`src/rtl/universal_shift_reg.sv`:
```
// -----------------------------------------------------------------------------
// universal_shift_reg
//
// WIDTH-bit universal shift register with eight operating modes (hold, load,
// logical shift left/right, rotate left/right, arithmetic shift right, clear)
// and a shift counter that pulses `done` once every WIDTH shift/rotate ops.
// This lets the block act as a serializer/deserializer stage.
//
// Parameters:
//   WIDTH      register width in bits (2..32)
//   RESET_VAL  value loaded into Q on reset
//
// Ports:
//   clk     clock; all state updates on posedge
//   rst     synchronous, active-high reset
//   mode    operation select (3 bits, fully decoded)
//   D       parallel load data
//   sin_l   serial in, enters at MSB on logical shift right
//   sin_r   serial in, enters at LSB on logical shift left
//   Q       register contents
//   Q_bar   bitwise complement of Q
//   sout_l  Q[WIDTH-1]
//   sout_r  Q[0]
//   cnt     shift/rotate ops since last load/clear, modulo WIDTH
//   done    registered one-cycle pulse after every WIDTH-th shift/rotate
// -----------------------------------------------------------------------------
module universal_shift_reg #(
  parameter int               WIDTH     = 8,
  parameter logic [WIDTH-1:0] RESET_VAL = '0
) (
  input  logic                     clk,
  input  logic                     rst,
  input  logic [2:0]               mode,
  input  logic [WIDTH-1:0]         D,
  input  logic                     sin_l,
  input  logic                     sin_r,
  output logic [WIDTH-1:0]         Q,
  output logic [WIDTH-1:0]         Q_bar,
  output logic                     sout_l,
  output logic                     sout_r,
  output logic [$clog2(WIDTH)-1:0] cnt,
  output logic                     done
);

  localparam int          CW      = $clog2(WIDTH);
  localparam logic [CW-1:0] CNT_MAX = CW'(WIDTH - 1);

  localparam logic [2:0] MODE_HOLD  = 3'b000;
  localparam logic [2:0] MODE_LOAD  = 3'b001;
  localparam logic [2:0] MODE_SHL   = 3'b010;
  localparam logic [2:0] MODE_SHR   = 3'b011;
  localparam logic [2:0] MODE_ROL   = 3'b100;
  localparam logic [2:0] MODE_ROR   = 3'b101;
  localparam logic [2:0] MODE_ASR   = 3'b110;
  localparam logic [2:0] MODE_CLEAR = 3'b111;

  logic [WIDTH-1:0] r_q;
  logic [CW-1:0]    r_cnt;
  logic             r_done;

  logic [WIDTH-1:0] w_q_next;
  logic [WIDTH-1:0] w_from_lower;  // bit that lands in position gi on a left move
  logic [WIDTH-1:0] w_from_upper;  // bit that lands in position gi on a right move
  logic             w_lsb_fill;
  logic             w_msb_fill;
  logic             w_move_left;
  logic             w_move_right;
  logic             w_is_shift;

  // Fill bits for the ends of the register. Unused serial inputs are muxed
  // out here, so an undriven sin_l/sin_r never reaches Q in other modes.
  always_comb begin
    w_lsb_fill = sin_r;
    if (mode == MODE_ROL) begin
      w_lsb_fill = r_q[WIDTH-1];
    end
  end

  always_comb begin
    w_msb_fill = sin_l;
    case (mode)
      MODE_ROR: w_msb_fill = r_q[0];
      MODE_ASR: w_msb_fill = r_q[WIDTH-1];   // sign extension
      default:  w_msb_fill = sin_l;
    endcase
  end

  assign w_move_left  = (mode == MODE_SHL) || (mode == MODE_ROL);
  assign w_move_right = (mode == MODE_SHR) || (mode == MODE_ROR) || (mode == MODE_ASR);
  assign w_is_shift   = w_move_left || w_move_right;

  // Per-bit neighbour selection; the end bits take the fill values.
  genvar gi;
  generate
    for (gi = 0; gi < WIDTH; gi++) begin : g_bit
      if (gi == 0) begin : g_lsb
        assign w_from_lower[gi] = w_lsb_fill;
      end else begin : g_lower
        assign w_from_lower[gi] = r_q[gi-1];
      end

      if (gi == WIDTH - 1) begin : g_msb
        assign w_from_upper[gi] = w_msb_fill;
      end else begin : g_upper
        assign w_from_upper[gi] = r_q[gi+1];
      end

      assign w_q_next[gi] = (mode == MODE_LOAD)  ? D[gi]            :
                            (mode == MODE_CLEAR) ? 1'b0             :
                            w_move_left          ? w_from_lower[gi] :
                            w_move_right         ? w_from_upper[gi] :
                                                   r_q[gi];
    end
  endgenerate

  // Data register
  always_ff @(posedge clk) begin
    if (rst) begin
      r_q <= RESET_VAL;
    end else begin
      r_q <= w_q_next;
    end
  end

  // Shift counter and done pulse. The explicit compare against WIDTH-1 keeps
  // the count modulo WIDTH even when WIDTH is not a power of two.
  always_ff @(posedge clk) begin
    if (rst) begin
      r_cnt  <= '0;
      r_done <= 1'b0;
    end else if (w_is_shift) begin
      if (r_cnt == CNT_MAX) begin
        r_cnt  <= '0;
        r_done <= 1'b1;
      end else begin
        r_cnt  <= r_cnt + CW'(1);
        r_done <= 1'b0;
      end
    end else if (mode == MODE_LOAD || mode == MODE_CLEAR) begin
      r_cnt  <= '0;
      r_done <= 1'b0;
    end else begin
      // hold: count is frozen, pulse drops
      r_done <= 1'b0;
    end
  end

  assign Q      = r_q;
  assign Q_bar  = ~r_q;
  assign sout_l = r_q[WIDTH-1];
  assign sout_r = r_q[0];
  assign cnt    = r_cnt;
  assign done   = r_done;

endmodule

```
`config.mk`:
```
export PLATFORM = sky130hd
export DESIGN_NAME = universal_shift_reg
export DESIGN_NICKNAME = d
export VERILOG_FILES = /design/src/rtl/universal_shift_reg.sv
export SDC_FILE = /design/constraint.sdc
export NUM_CORES = 1
export LEC_CHECK = 0
export BUFFER_PORTS_ARGS = -buffer_cell sky130_fd_sc_hd__buf_2
export CAP_MARGIN = 10
export CORE_ASPECT_RATIO = 1.1
export CORE_MARGIN = 4
export CORE_UTILIZATION = 35
export DETAILED_ROUTE_END_ITERATION = 8
export SLEW_MARGIN = 20
export SYNTH_ARGS = -nofsm -noshare
export SYNTH_HDL_FRONTEND = slang
export SYNTH_SLANG_ARGS = --single-unit
```
`constraint.sdc`:
```
create_clock -name clk -period 4.08 [get_ports clk]
set_clock_uncertainty 0.1 [all_clocks]
set_input_delay 1.224 -clock clk [delete_from_list [all_inputs] [get_ports clk]]
set_output_delay 1.224 -clock clk [all_outputs]
set_load 0.005 [all_outputs]
```
# After elaboration in Yosys (flattened, before gate mapping)
# Cells that the tools add are included.
dict set report word_totals {
  input_bits 15
  register_bits 12
  out_inout_bits 22
  word_cells 63
}
dict set report classes {
  add_sub_neg 1
  muxes 38
  eq_ne 9
  bitwise_logic 2
  reduce_logical 9
}
# cell n
set op_table {}
lappend op_table {{two-way mux 1 bit} 34}
lappend op_table {{equality test 3 bit, second input constant} 5}
lappend op_table {{two-way mux 3 bit} 3}
lappend op_table {{inverter 8 bit} 1}
lappend op_table {{equality test 3 x 2 -> 1 bit, second input constant} 2}
lappend op_table {{logical OR 1 bit} 5}
lappend op_table {{!= test 4 x 2 -> 1 bit, second input constant} 1}
lappend op_table {{nonzero test 4 bit} 1}
lappend op_table {{adder 3 x 1 -> 3 bit, second input constant} 1}
lappend op_table {{equality test 3 x 1 -> 1 bit, second input constant} 1}
lappend op_table {{one-hot mux 1 bit (2 select lines)} 1}
lappend op_table {{AND reduction 2 bit} 1}
lappend op_table {{nonzero test 2 bit} 1}
lappend op_table {{OR reduction 2 bit} 1}
lappend op_table {{inverter 1 bit} 1}

# Longest topological paths before layout
# Gate-level depths: netlist of run 1.
dict set report logic_depth {
  ltp_word 7
  depth_mapped 5
  depth_no_buf 5
}

# Worst setup path after synthesis of run 1
# OpenSTA, ideal clock, no wires.
dict set report synth_timing {
  path_kind {input -> register}
  from {input mode[2]}
  to {register r_q[0], in the netlist Q[0]}
  slack_ns 1.890
  t_required_ns 3.889
  t_arrival_ns 1.999
  n_path_buf 1
  stages 4
  setup_time_ns 0.091
  cell_sequence {buf_6 > xor2_2 > mux2_2 > a311oi_1}
}
dict set report synth_via {
  elab_chain_len 5
  word_cells_on_any_way 15
  cone_classes {7 x eq/ne; 4 x mux; 4 x reduce/logical}
}
# element line_no
set synth_lines {}
lappend synth_lines {{from (decl)} 33} ;# input logic [2:0] mode,
lappend synth_lines {{equality test 3 bit / equality test 3 x 2 -> 1 bit (equally long branches)} {74, 88}}
lappend synth_lines {{two-way mux 1 bit / logical OR 1 bit (equally long branches)} {74, 88}}
lappend synth_lines {{two-way mux 1 bit} 110} ;# w_move_left ? w_from_lower[gi] :
lappend synth_lines {{two-way mux 1 bit} 109} ;# (mode == MODE_CLEAR) ? 1'b0 :
lappend synth_lines {{two-way mux 1 bit} 108} ;# assign w_q_next[gi] = (mode == MODE_LOAD) ? D[gi] :
lappend synth_lines {{to (signal assigned)} 121} ;# r_q <= w_q_next;
lappend synth_lines {{to (decl)} 57} ;# logic [WIDTH-1:0] r_q;
# Parallel ways exist; a longest one is shown, timed or not.
# A chain may end at the register's enable or synchronous reset.

# Worst setup path in the final report of run 1
dict set report layout_timing {
  from {input mode[1]}
  to {register r_q[0], in the netlist Q[0]}
}
# Same word-level chain as after synthesis.

==> results list, run 1 <==
- The count of final hold-check violations came to 0.
- Buffers inserted to repair hold after CTS numbered 0.
* Internal Power: 211 uW
- The HPWL after detailed placement is 1.51 mm.
- Final setup viols: 0
- Dividing total power by cell area gives a power density of 307 nW/um^2.
- Final GP Congestion: 0.802
* Placed cell areas: 933 um^2
- Via-per-instance ratio: 5.28
* Global-route wire length before repair: 3.23 mm
* Layout overhead on the synthesized area: 26.2%
- Setup repair after global routing left no endpoint under its margin.
* CP required: 4.17 ns
- EDFF count, synth: 0
* Post-CTS setup repair buffer count: 0
- For the pin with the worst max-slew slack, the measured transition is 0.523 ns.
- In the final layout, the share of cells above drive strength 1 is 0.341.
- In this run the core area contains 17 standard-cell rows.
* Register bit total from synthesis: 12
- Crit. End Element: flip-flop
- Clock sinks: 12
- For the final routed database, the setup TNS stands at 0 ns.
- Counting I/O delays and the setup requirement, the final critical path takes 2.39 ns.
- Combinational share of power: 0.226
- Synth async-reset ratio: 0
- Height of the die: 57.1 um
* Number of buffers inserted during clock tree synthesis: 3
- The number of global-route vias before repair came to 761.
* Count of distinct cell types in the synthesized netlist: 31
- For this block, the routed nets add up to 1.99 mm of wire.
- In this run the cell area of the synthesized design comes to 768 um^2.
* PostCTS Resize Cnt: 0
* Initial antenna violation count: 0
* Highest clock rate: 419 MHz
* Peak supply drop: 150 uV
- Once layout is complete, the cells apart from fillers number 157.
* Maximum clock path buffer count: 2
- Of the total power, registers draw 0.455.
* Arr. time, crit path: 2.47 ns
- Port-buffer cells: 36
- After detailed routing, the average wire length per cell comes to 12.7 um.
* N_diodes: 0
- First DRT Iteration DRCs: 25
- Summed over all nets, the switching power comes to 86.4 uW.
- ANT nets after route: 0
- In this run the static leakage power is 0.413 nW.
- Ratio of final minimum period to clock period: 0.585
* Post-CTS clock slew at the launch and capture registers of the worst setup and hold paths: 0.08 ns
* Ys flop type: dfxtp_1
- Per-instance average area after synthesis: 7.92 um^2
* TritonCTS clock tree: built
- For this run, design rule violations remaining after detail routing come to 0.
- Portion of the post-synthesis area used by sequential elements: 0.313
- In the synthesized netlist, the number of instances is 97.
- The total overflow left after global routing is 0.
- CTS built an H-tree with a depth of 1.
- Critical Path Start Type: primary input
- Highest net fanout along the worst path: 13
* Clock group share of total power: 0.320
- Initial cell density of the core: 0.376
* Number of synthesis warnings: 0
* Drt pass-1 iters: 4
* Number of max-slew violations in the final report: 0
* Die area: 3010 um^2
- Die Width: 52.7 um
- The number of nets in the synthesized netlist is 114.
* Latest clock arrival within the worst-skew pair: 0.27 ns
- Count of pins on the block boundary: 37
* Largest net degree at the start of global routing: 17
- The worst hold path belongs to the class flip-flop to flip-flop.
- The region available for standard cell placement spans 2040 um^2.
* Total non-filler cell area in the finished layout: 970 um^2
* Startpoint-to-endpoint class of the critical path: primary input to flip-flop
- Placed instance count: 153
* Outcome: finished clean
- Maximum Capacitance Violations: 0
- Switching share of power: 0.291
- Detailed routing inserted a total of 829 vias.
* Total GRT Usage: 0.140
* CTS Root Buffer Type: clkbuf_4
- NumNets Final: 147
* Max transition margin: 0.650
==> kinds of logic (layout without fill, tap and decap cells) <==
kind of cell             after synthesis  count (layout)  synth area share
buffers and inverters                 19              51             0.119
flip-flops                            12              12             0.313
AO/OA/AOI/OAI                         36              36             0.308
AND/OR/NAND/NOR                       24              24             0.166
adder cells (fa/ha/maj)                2               2            0.0326
multiplexers                           3               3            0.0407
XOR/XNOR                               1               1            0.0212
==> sequential cells by signal (all words and copies together) (netlist names) <==
name / count
Q: 8
done: 1
cnt: 3
==> final cells by class <==
| class | count | area [um^2] |
|---|---|---|
| fill | 219 | 1070 |
| sequential | 12 | 240 |
| clock buffer | 4 | 36.3 |
| multi-input combinational | 66 | 437 |
| inverter | 11 | 41.3 |
| tap | 28 | 35.0 |
| timing repair buffer | 36 | 180 |
==> worst max-delay path, cell delays in order <==
cell and delay (ns):
buf_2 0.21, xor2_2 0.45, mux2_2 0.39, a311oi_1 0.20
==> path summary, 6_finish.rpt <==
path | start | end | slack, ns | cells past startpoint
hold / removal | cnt[0] | cnt[0] | 0.43 | 2
setup / recovery | mode[1] | Q[0] | 1.69 | 4
setup reg to reg | cnt[0] | cnt[2] | 2.65 | 5
hold reg to reg | cnt[0] | cnt[0] | 0.43 | 2
==> power groups by stage <==
| stage | clock network, mW | registers, mW | logic [mW] |
|---|---|---|---|
| global placement | 0 | 0.138 | 0.0680 |
| finish | 0.0951 | 0.135 | 0.0671 |
| detailed placement | 0 | 0.138 | 0.0678 |
| floorplan | 0 | 0.137 | 0.0423 |
| CTS | 0.0996 | 0.135 | 0.0680 |
| global route | 0.104 | 0.137 | 0.0759 |
==> layer usage <==
layer,vias to the layer above,GRT usage,part of all wire
li1,413,-,-
met2,33,0.218,0.47
met4,0,0.0620,0.0055
met1,381,0.176,0.45
met3,2,0.0418,0.077
met5,-,0,0
==> per-stage QoR <==
| stage | power [mW] | setup slack (ns) | hold slack [ns] | utilization |
|---|---|---|---|---|
| 2_1_floorplan | 0.179 | 1.89 | 0.383 | - |
| 3_3_place_gp | 0.206 | 1.46 | 0.404 | 0.457 |
| 3_5_place_dp | 0.206 | 1.42 | 0.407 | 0.457 |
| 4_1_cts | 0.303 | 1.70 | 0.427 | 0.475 |
| 5_1_grt | 0.317 | 1.57 | 0.472 | 0.475 |
| 6_report | 0.297 | 1.69 | 0.432 | 0.475 |
==> cell usage after synthesis, types with 2 or more instances <==
cell type  number  area [um^2]
o21ai_0        15         75.1
dfxtp_1        12          240
inv_1          11         41.3
nand3_1         7         35.0
a31oi_1         6         37.5
o221ai_1        6         52.6
nand2_1         4         15.0
nor2_1          4         15.0
a21oi_1         3         15.0
buf_4           3         22.5
clkbuf_1        3         11.3
ha_1            2         25.0
mux2i_1         2         20.0
nor3b_1         2         15.0
==> cell usage in the layout (no fill, tap or decap), types with 2 or more instances in the layout <==
cell type,Yosys,routed
buf_2,1,36
o21ai_0,15,15
dfxtp_1,12,12
inv_1,11,11
nand3_1,7,7
o221ai_1,6,6
a31oi_1,6,6
nor2_1,4,4
nand2_1,4,4
a21oi_1,3,3
clkbuf_4,0,3
nor3b_1,2,2
mux2i_1,2,2
ha_1,2,2
Power figures use the tool's default switching activity.
==> run 2, diff against run 1 <==
--- a/config.mk
+++ b/config.mk
@@ -5,6 +5,7 @@
 export SDC_FILE = /design/constraint.sdc
 export NUM_CORES = 1
 export LEC_CHECK = 0
+export ABC_AREA = 1
 export BUFFER_PORTS_ARGS = -buffer_cell sky130_fd_sc_hd__buf_2
 export CAP_MARGIN = 10
 export CORE_ASPECT_RATIO = 1.1
==> constraint.sdc (replaced) <==
create_clock -name clk -period 2.25 [get_ports clk]
set_clock_uncertainty 0.1 [all_clocks]
set_input_delay 0.675 -clock clk [delete_from_list [all_inputs] [get_ports clk]]
set_output_delay 0.675 -clock clk [all_outputs]
set_load 0.005 [all_outputs]
==> run 2 against run 1 <==
Routed wire length grew 2.9%. Design area grew 3.1%. Via count grew 5.2%. Die area grew 1.3%. Core utilization grew 0.97 points. Clock power grew 89%. Cell count grew 14%. Synthesized area grew 1.5%. Global-route usage grew 1.5 points. Non-clock buffer count is the same.
==> results list, run 2 <==
- Outcome: finished clean
* Number of DRC violations after detailed routing: 0 (unchanged)
- After synthesis, the cell types taking the most area are dfxtp_1, nand2_1, o21ai_0.
- The core area was 2060 um^2 (+1.0%).
* Quantity of hold-fixing buffers added after cts: 0 (unchanged)
- Cells after Synth: 115 (+19%)
- The effective utilization at floorplan came to 0.378 (+0.00158).
* Die area: 3050 um^2 (+1.3%)
* NumNets Final: 169 (+15%)
* Total non-filler cell area in the finished layout: 1000 um^2 (+3.1%)
- The overall routing resource usage came to 0.156 (+0.0153).
* N_diodes: 0 (unchanged)
- The width of the die was 53.0 um (+0.62%).
- Number of synthesis warnings: 0 (unchanged)
* Per-instance average area after synthesis: 6.78 um^2 (-14%)
- The headroom to the max-slew limit came to 0.820 (+0.170).
- Highest clock rate: 590 MHz
- Global-route wire length before repair: 3.56 mm (+10%)
- Summed over all instances, the cell type with the most area after synthesis is dfxtp_1.
* Ratio of cells with drive above 1 in the final layout: 0.384 (+0.0430)
* Maximum Capacitance Violations: 0 (unchanged)
* Most crowded layer after global routing: met2
* Post-synthesis compound-gate area fraction: 0.226 (-0.0815)
* Portion of the post-synthesis area used by sequential elements: 0.308 (-0.00452)
- CTS Root Buffer Type: clkbuf_4
- The met3 track utilization from global routing is 0.0183 (-0.0235).
- Number of buffers inserted during clock tree synthesis: 3 (unchanged)
* First DRT Iteration DRCs: 17 (-32%)
- Cell Pwr Density: 582 nW/um^2 (+90%)
- WL final: 2.05 mm (+2.9%)
- # rows: 17 (unchanged)
* Latest clock arrival within the worst-skew pair: 0.28 ns (about the same)
- The xor/xnor share of the synthesized area is 0 (-0.0212).
- Post-route core utilization: 0.485 (+0.00966)
* Multiplexer fraction of the synthesized cell area: 0 (-0.0407)
- The post-synthesis instance area came to 779 um^2 (+1.5%).
- The area after detailed placement is 963 um^2 (+3.2%).
- The fraction of the mapped netlist area in adder cells was 0.0321 (-0.000471).
* PostCTS Resize Cnt: 0 (unchanged)
- The met1 track demand over resource in global routing came to 0.211 (+0.0349).
* Fraction of post-synthesis cell area in the top cell type by area: 0.308 (-0.00452)
* Register bit total from synthesis: 12 (unchanged)
* Leakage Power: 0.516 nW (+25%)
- ANT nets after route: 0 (unchanged)
- The routed wire length per instance was 11.4 um (-9.8%).
- The required time at the worst-slack endpoint is 1.47 ns (-2.70 ns).
* Area fraction in and, or, nand and nor cells after synthesis: 0.316 (+0.150)
- Final setup viols: 0 (unchanged)
- # H-tree levels: 1 (unchanged)
- The die height was 57.5 um (+0.63%).
- The peak supply drop is 244 uV (+63%).
- The setup total negative slack came to 0 ns (unchanged).
* Layout overhead on the synthesized area: 28.3%
* Setup repair after global routing missed its margin: no
* Flip-flop count of the largest register after layout: 8 (unchanged)
- Ys flop type: dfxtp_1
- Largest net degree at the start of global routing: 14 (-3)
- Synthesized Nets: 132 (+16%)
* Drt pass-1 iters: 4 (unchanged)
- Crit. End Element: output pin
- The post-DP HPWL was 1.57 mm (+4.4%).
- Minimum clock period after layout: 1.69 ns
- Post-CTS clock slew at the launch and capture registers of the worst setup and hold paths: 0.08 ns (about the same)
- TritonCTS built the clock tree.
* Sum of internal, switching and leakage power: 582 uW (+96%)
* Most common cell in the synthesized netlist: nand2_1
- The global routing met2 resource utilization is 0.234 (+0.0160).
* Routed vias: 872 (+5.2%)
* Filler Cell Count: 222 (+1.4%)
* Number of max-slew violations in the final report: 0 (unchanged)
* Worst slew pin tran: 0.270 ns (-0.253 ns)
- Count of distinct cell types in the synthesized netlist: 21 (-32%)
- The number of enable-type register cells in the synthesized netlist came to 0 (unchanged).
- Startpoint-to-endpoint class of the critical path: flip-flop to output pin
* Port-buffer cells: 36 (unchanged)
- Vias in the first global route: 789 (+3.7%)
- Final number of hold-violating endpoints: 0 (unchanged)
- Highest net fanout along the worst path: 4 (-9)
- STA classifies the critical path startpoint as a flip-flop.
- The signal arrival time at the worst endpoint came to 0.92 ns (-1.55 ns).
* Final GP Congestion: 0.801 (-0.11%)
- By area, the combinational part of the netlist is dominated by simple AND/OR/NAND/NOR gates.
- The number of primary I/O pins was 37 (unchanged).
* Total global routing overflow: 0 (unchanged)
- Post-CTS setup repair buffer count: 0 (unchanged)
- Via-per-instance ratio: 4.87 (-7.7%)
- The worst-case clock buffer depth was 2 (unchanged).
* Commonest cells post-synth: nand2_1, o21ai_0, dfxtp_1, inv_1, nand3_1
- Clock sinks: 12 (unchanged)
- Top library cells by usage in the layout, fill and taps aside: buf_2, nand2_1, o21ai_0
* Hold Crit Class: flip-flop to flip-flop
* Synth async-reset ratio: 0 (unchanged)
- In the finished design, the share of the clock period the worst path needs comes to 0.753.
- The final-layout worst hold slack came to 0.400 ns (-0.0328 ns).
- The library cell used most frequently in the layout, excluding fill and tap cells, is buf_2.
- The initial antenna violation count is 0 (unchanged).
run 2: area by class of cell:
class	count	area [um^2]	share of cell area
multi-input combinational	83	448	0.448
sequential	12	240	0.240
tap	28	35.0	0.0350
inverter	16	60.1	0.0601
timing repair buffer	36	180	0.180
clock buffer	4	36.3	0.0363
run 2: kinds of logic (layout without fill, tap and decap cells):
kind of cell	Yosys count	count (layout)
and+or+nand+nor	52	52
DFF	12	12
adders and majority gates	2	2
buffers and inverters	20	56
AOI/OAI and AO/OA	29	29
run 2: final timing paths:
check,from,end,slack [ns],cells past startpoint
max,Q[7],Q_bar[7],0.56,2
max reg2reg,cnt[0],cnt[0],1.08,5
min,cnt[2],cnt[2],0.40,2
min reg2reg,cnt[2],cnt[2],0.40,2
run 2: metrics by stage:
step,cells,worst slack (ns)
after CTS,179,0.551
after global placement,175,0.477
final,179,0.556
after floorplan,115,0.623
after global routing,179,0.509
after detailed placement,175,0.477
run 2: routing by layer:
metal,up-vias,routed length [um]
li1,452,-
met1,386,929
met2,32,946
met3,2,145
met4,0,27
met5,-,0
run 2: worst max-delay path, stage by stage (launching register included):
cell and delay (ns):
dfxtp_1 0.40, inv_1 0.10, buf_2 0.14
run 2: report_power, final:
part           total [mW]  switching (mW)  leakage (nW)  internal, mW
logic               0.158          0.0926         0.396        0.0654
registers           0.245          0.0144        0.0990         0.230
clock network       0.180          0.0811        0.0210        0.0984
==> run 3, diff against run 2 <==
==> constraint.sdc (replaced) <==
create_clock -name clk -period 1.6 [get_ports clk]
set_clock_uncertainty 0.1 [all_clocks]
set_input_delay 0.48 -clock clk [delete_from_list [all_inputs] [get_ports clk]]
set_output_delay 0.48 -clock clk [all_outputs]
set_load 0.005 [all_outputs]
==> run 3 against run 2 <==
Core utilization rose by 0.36 points. First-iteration DRC count fell by 24%. Largest cell class unchanged. Non-clock buffer count rose by 1. Via count fell by 1.4%. Sequential share of layout area fell by 0.18 points. Die area did not move. Critical path type unchanged. Largest power group unchanged. Cell count rose by 0.56%. Setup slack got worse by 0.43 ns. Design area rose by 0.75%.
==> results list, run 3 (synthesized netlist as in run 2, its figures left out) <==
* Outcome: finished clean
- The clock network latency to the later pin of the worst-skew pair was 0.28 ns (about the same).
- Arr. time, crit path: 0.90 ns (-0.02 ns)
- The setup total negative slack was 0 ns (unchanged).
- Switching share of power: 0.322 (-0.00153)
- Number of DRC violations after detailed routing: 0 (unchanged)
- Final GP Congestion: 0.834 (+4.1%)
- Relative to the synthesized area, the layout overhead comes to 29.2%.
- Total global routing overflow: 0 (unchanged)
- The proportion of power drawn by flip-flops and latches was 0.419 (about the same).
- Cell Pwr Density: 813 nW/um^2 (+40%)
* Clock sinks: 12 (unchanged)
- Routed vias: 860 (-1.4%)
* Count of pins on the block boundary: 37 (unchanged)
* Drt pass-1 iters: 4 (unchanged)
* Internal Power: 556 uW (+41%)
- # H-tree levels: 1 (unchanged)
* Combinational share of power: 0.272 (about the same)
- The CTS buffer count was 3 (unchanged).
- Global-route wire length before repair: 3.49 mm (-1.9%)
* Number of max-slew violations in the final report: 0 (unchanged)
- Ratio of cells with drive above 1 in the final layout: 0.388 (+0.00405)
* Port-buffer cells: 36 (unchanged)
- Vias in the first global route: 825 (+4.6%)
* Routed length per placed instance: 11.4 um (-0.60%)
- Cell count of the worst reg-to-reg path: 5 (unchanged)
- In the layout the commonest cells are buf_2, nand2_1, o21ai_0.
* Clock group share of total power: 0.309 (about the same)
* Instance count along the most critical hold path: 2 (unchanged)
* Setup repair after global routing missed its margin: no
- PostCTS Resize Cnt: 0 (unchanged)
* Flip-flop count of the largest register after layout: 8 (unchanged)
- The number of nets at the end of the flow was 170 (+0.59%).
* Startpoint-to-endpoint class of the critical path: flip-flop to output pin
- TritonCTS built the clock tree.
- N_diodes: 0 (unchanged)
- The worst-case clock buffer depth is 2 (unchanged).
- ANT nets after route: 0 (unchanged)
* Initial cell density of the core: 0.378 (unchanged)
* Maximum Capacitance Violations: 0 (unchanged)
- The tree is rooted in a clkbuf_4.
- The via density per instance came to 4.78 (-1.9%).
- Highest clock rate: 677 MHz
* Die Width: 53.0 um (unchanged)
* Quantity of hold-fixing buffers added after cts: 0 (unchanged)
* Height of the die: 57.5 um (unchanged)
- Post-CTS clock slew at the launch and capture registers of the worst setup and hold paths: 0.08 ns (about the same)
- The detailed-route wire length is 2.05 mm (about the same).
* Sum of internal, switching and leakage power: 819 uW (+41%)
- The standby leakage power was 0.521 nW (+0.99%).
- STA classifies the critical path endpoint as an output pin.
- The core area came to 2060 um^2 (unchanged).
* Total GRT Usage: 0.151 (-0.00503)
- The min-delay analysis places its worst path in the category primary input to flip-flop.
* Post-CTS setup repair buffer count: 0 (unchanged)
- Max transition margin: 0.827 (+0.00761)
* Highest net fanout along the worst path: 4 (unchanged)
* Minimum clock period after layout: 1.48 ns
* Peak supply drop: 336 uV (+38%)
- Switching Power: 264 uW (+40%)
- The initial antenna violation count came to 0 (unchanged).
- The post-DP HPWL came to 1.59 mm (+1.1%).
- Critical Path Start Type: flip-flop
- CP required: 1.02 ns (-0.45 ns)
- The post-placement worst setup slack came to 0.0228 ns (-0.455 ns).
* PnR worst setup slack: 0.123 ns (-0.433 ns)
- The library cell used most frequently in the layout, excluding fill and tap cells, is buf_2.
- The largest net degree at the start of global routing was 14 (unchanged).
- Final setup viols: 0 (unchanged)
* Worst slew pin tran: 0.258 ns (-0.0114 ns)
- Final number of hold-violating endpoints: 0 (unchanged)
- The cell row count is 17 (unchanged).
* Ratio of final minimum period to clock period: 0.923
- First DRT Iteration DRCs: 13 (-4)
* Die area: 3050 um^2 (unchanged)
==> run 3: worst max-delay path, cell delays in order, from the launching register on <==
cell and delay [ns]:
dfxtp_1 0.39, inv_1 0.09, buf_2 0.13
==> run 3: metal layers <==
metal,vias up,GRT usage,share of wire
met2,35,0.234,0.43
met5,-,0,0
met3,4,0.00783,0.070
met4,0,0.0985,0.023
met1,372,0.197,0.48
li1,449,-,-
==> run 3: final cells by class <==
cell class,instances,area (um^2)
fillers,231,1060
multi-input cells,83,448
flip-flops and latches,12,240
repair buffers,37,188
inverters,16,60.1
clock buffers,4,36.3
well taps,28,35.0
==> run 3: through the flow <==
step | hold WS [ns] | util | instance area [um^2] | std cells
2_1_floorplan | 0.370 | - | 779 | 115
3_3_place_gp | 0.370 | 0.471 | 971 | 176
3_5_place_dp | 0.376 | 0.471 | 971 | 176
4_1_cts | 0.287 | 0.488 | 1010 | 180
5_1_grt | 0.289 | 0.488 | 1010 | 180
6_report | 0.296 | 0.488 | 1010 | 180
==> run 3: final timing paths <==
kind	startpoint	slack, ns	endpoint
setup / recovery	Q[7]	0.12	Q_bar[7]
hold / removal	rst	0.30	cnt[1]
setup reg to reg	cnt[0]	0.45	cnt[0]
hold reg to reg	cnt[1]	0.39	cnt[1]
==> run 3: power by group through the flow <==
| stage | clock, mW | sequential [mW] | combinational [mW] |
|---|---|---|---|
| floorplan | 0 | 0.351 | 0.139 |
| global placement | 0 | 0.349 | 0.224 |
| detailed placement | 0 | 0.351 | 0.226 |
| CTS | 0.259 | 0.344 | 0.227 |
| global route | 0.275 | 0.348 | 0.256 |
| finish | 0.253 | 0.343 | 0.223 |
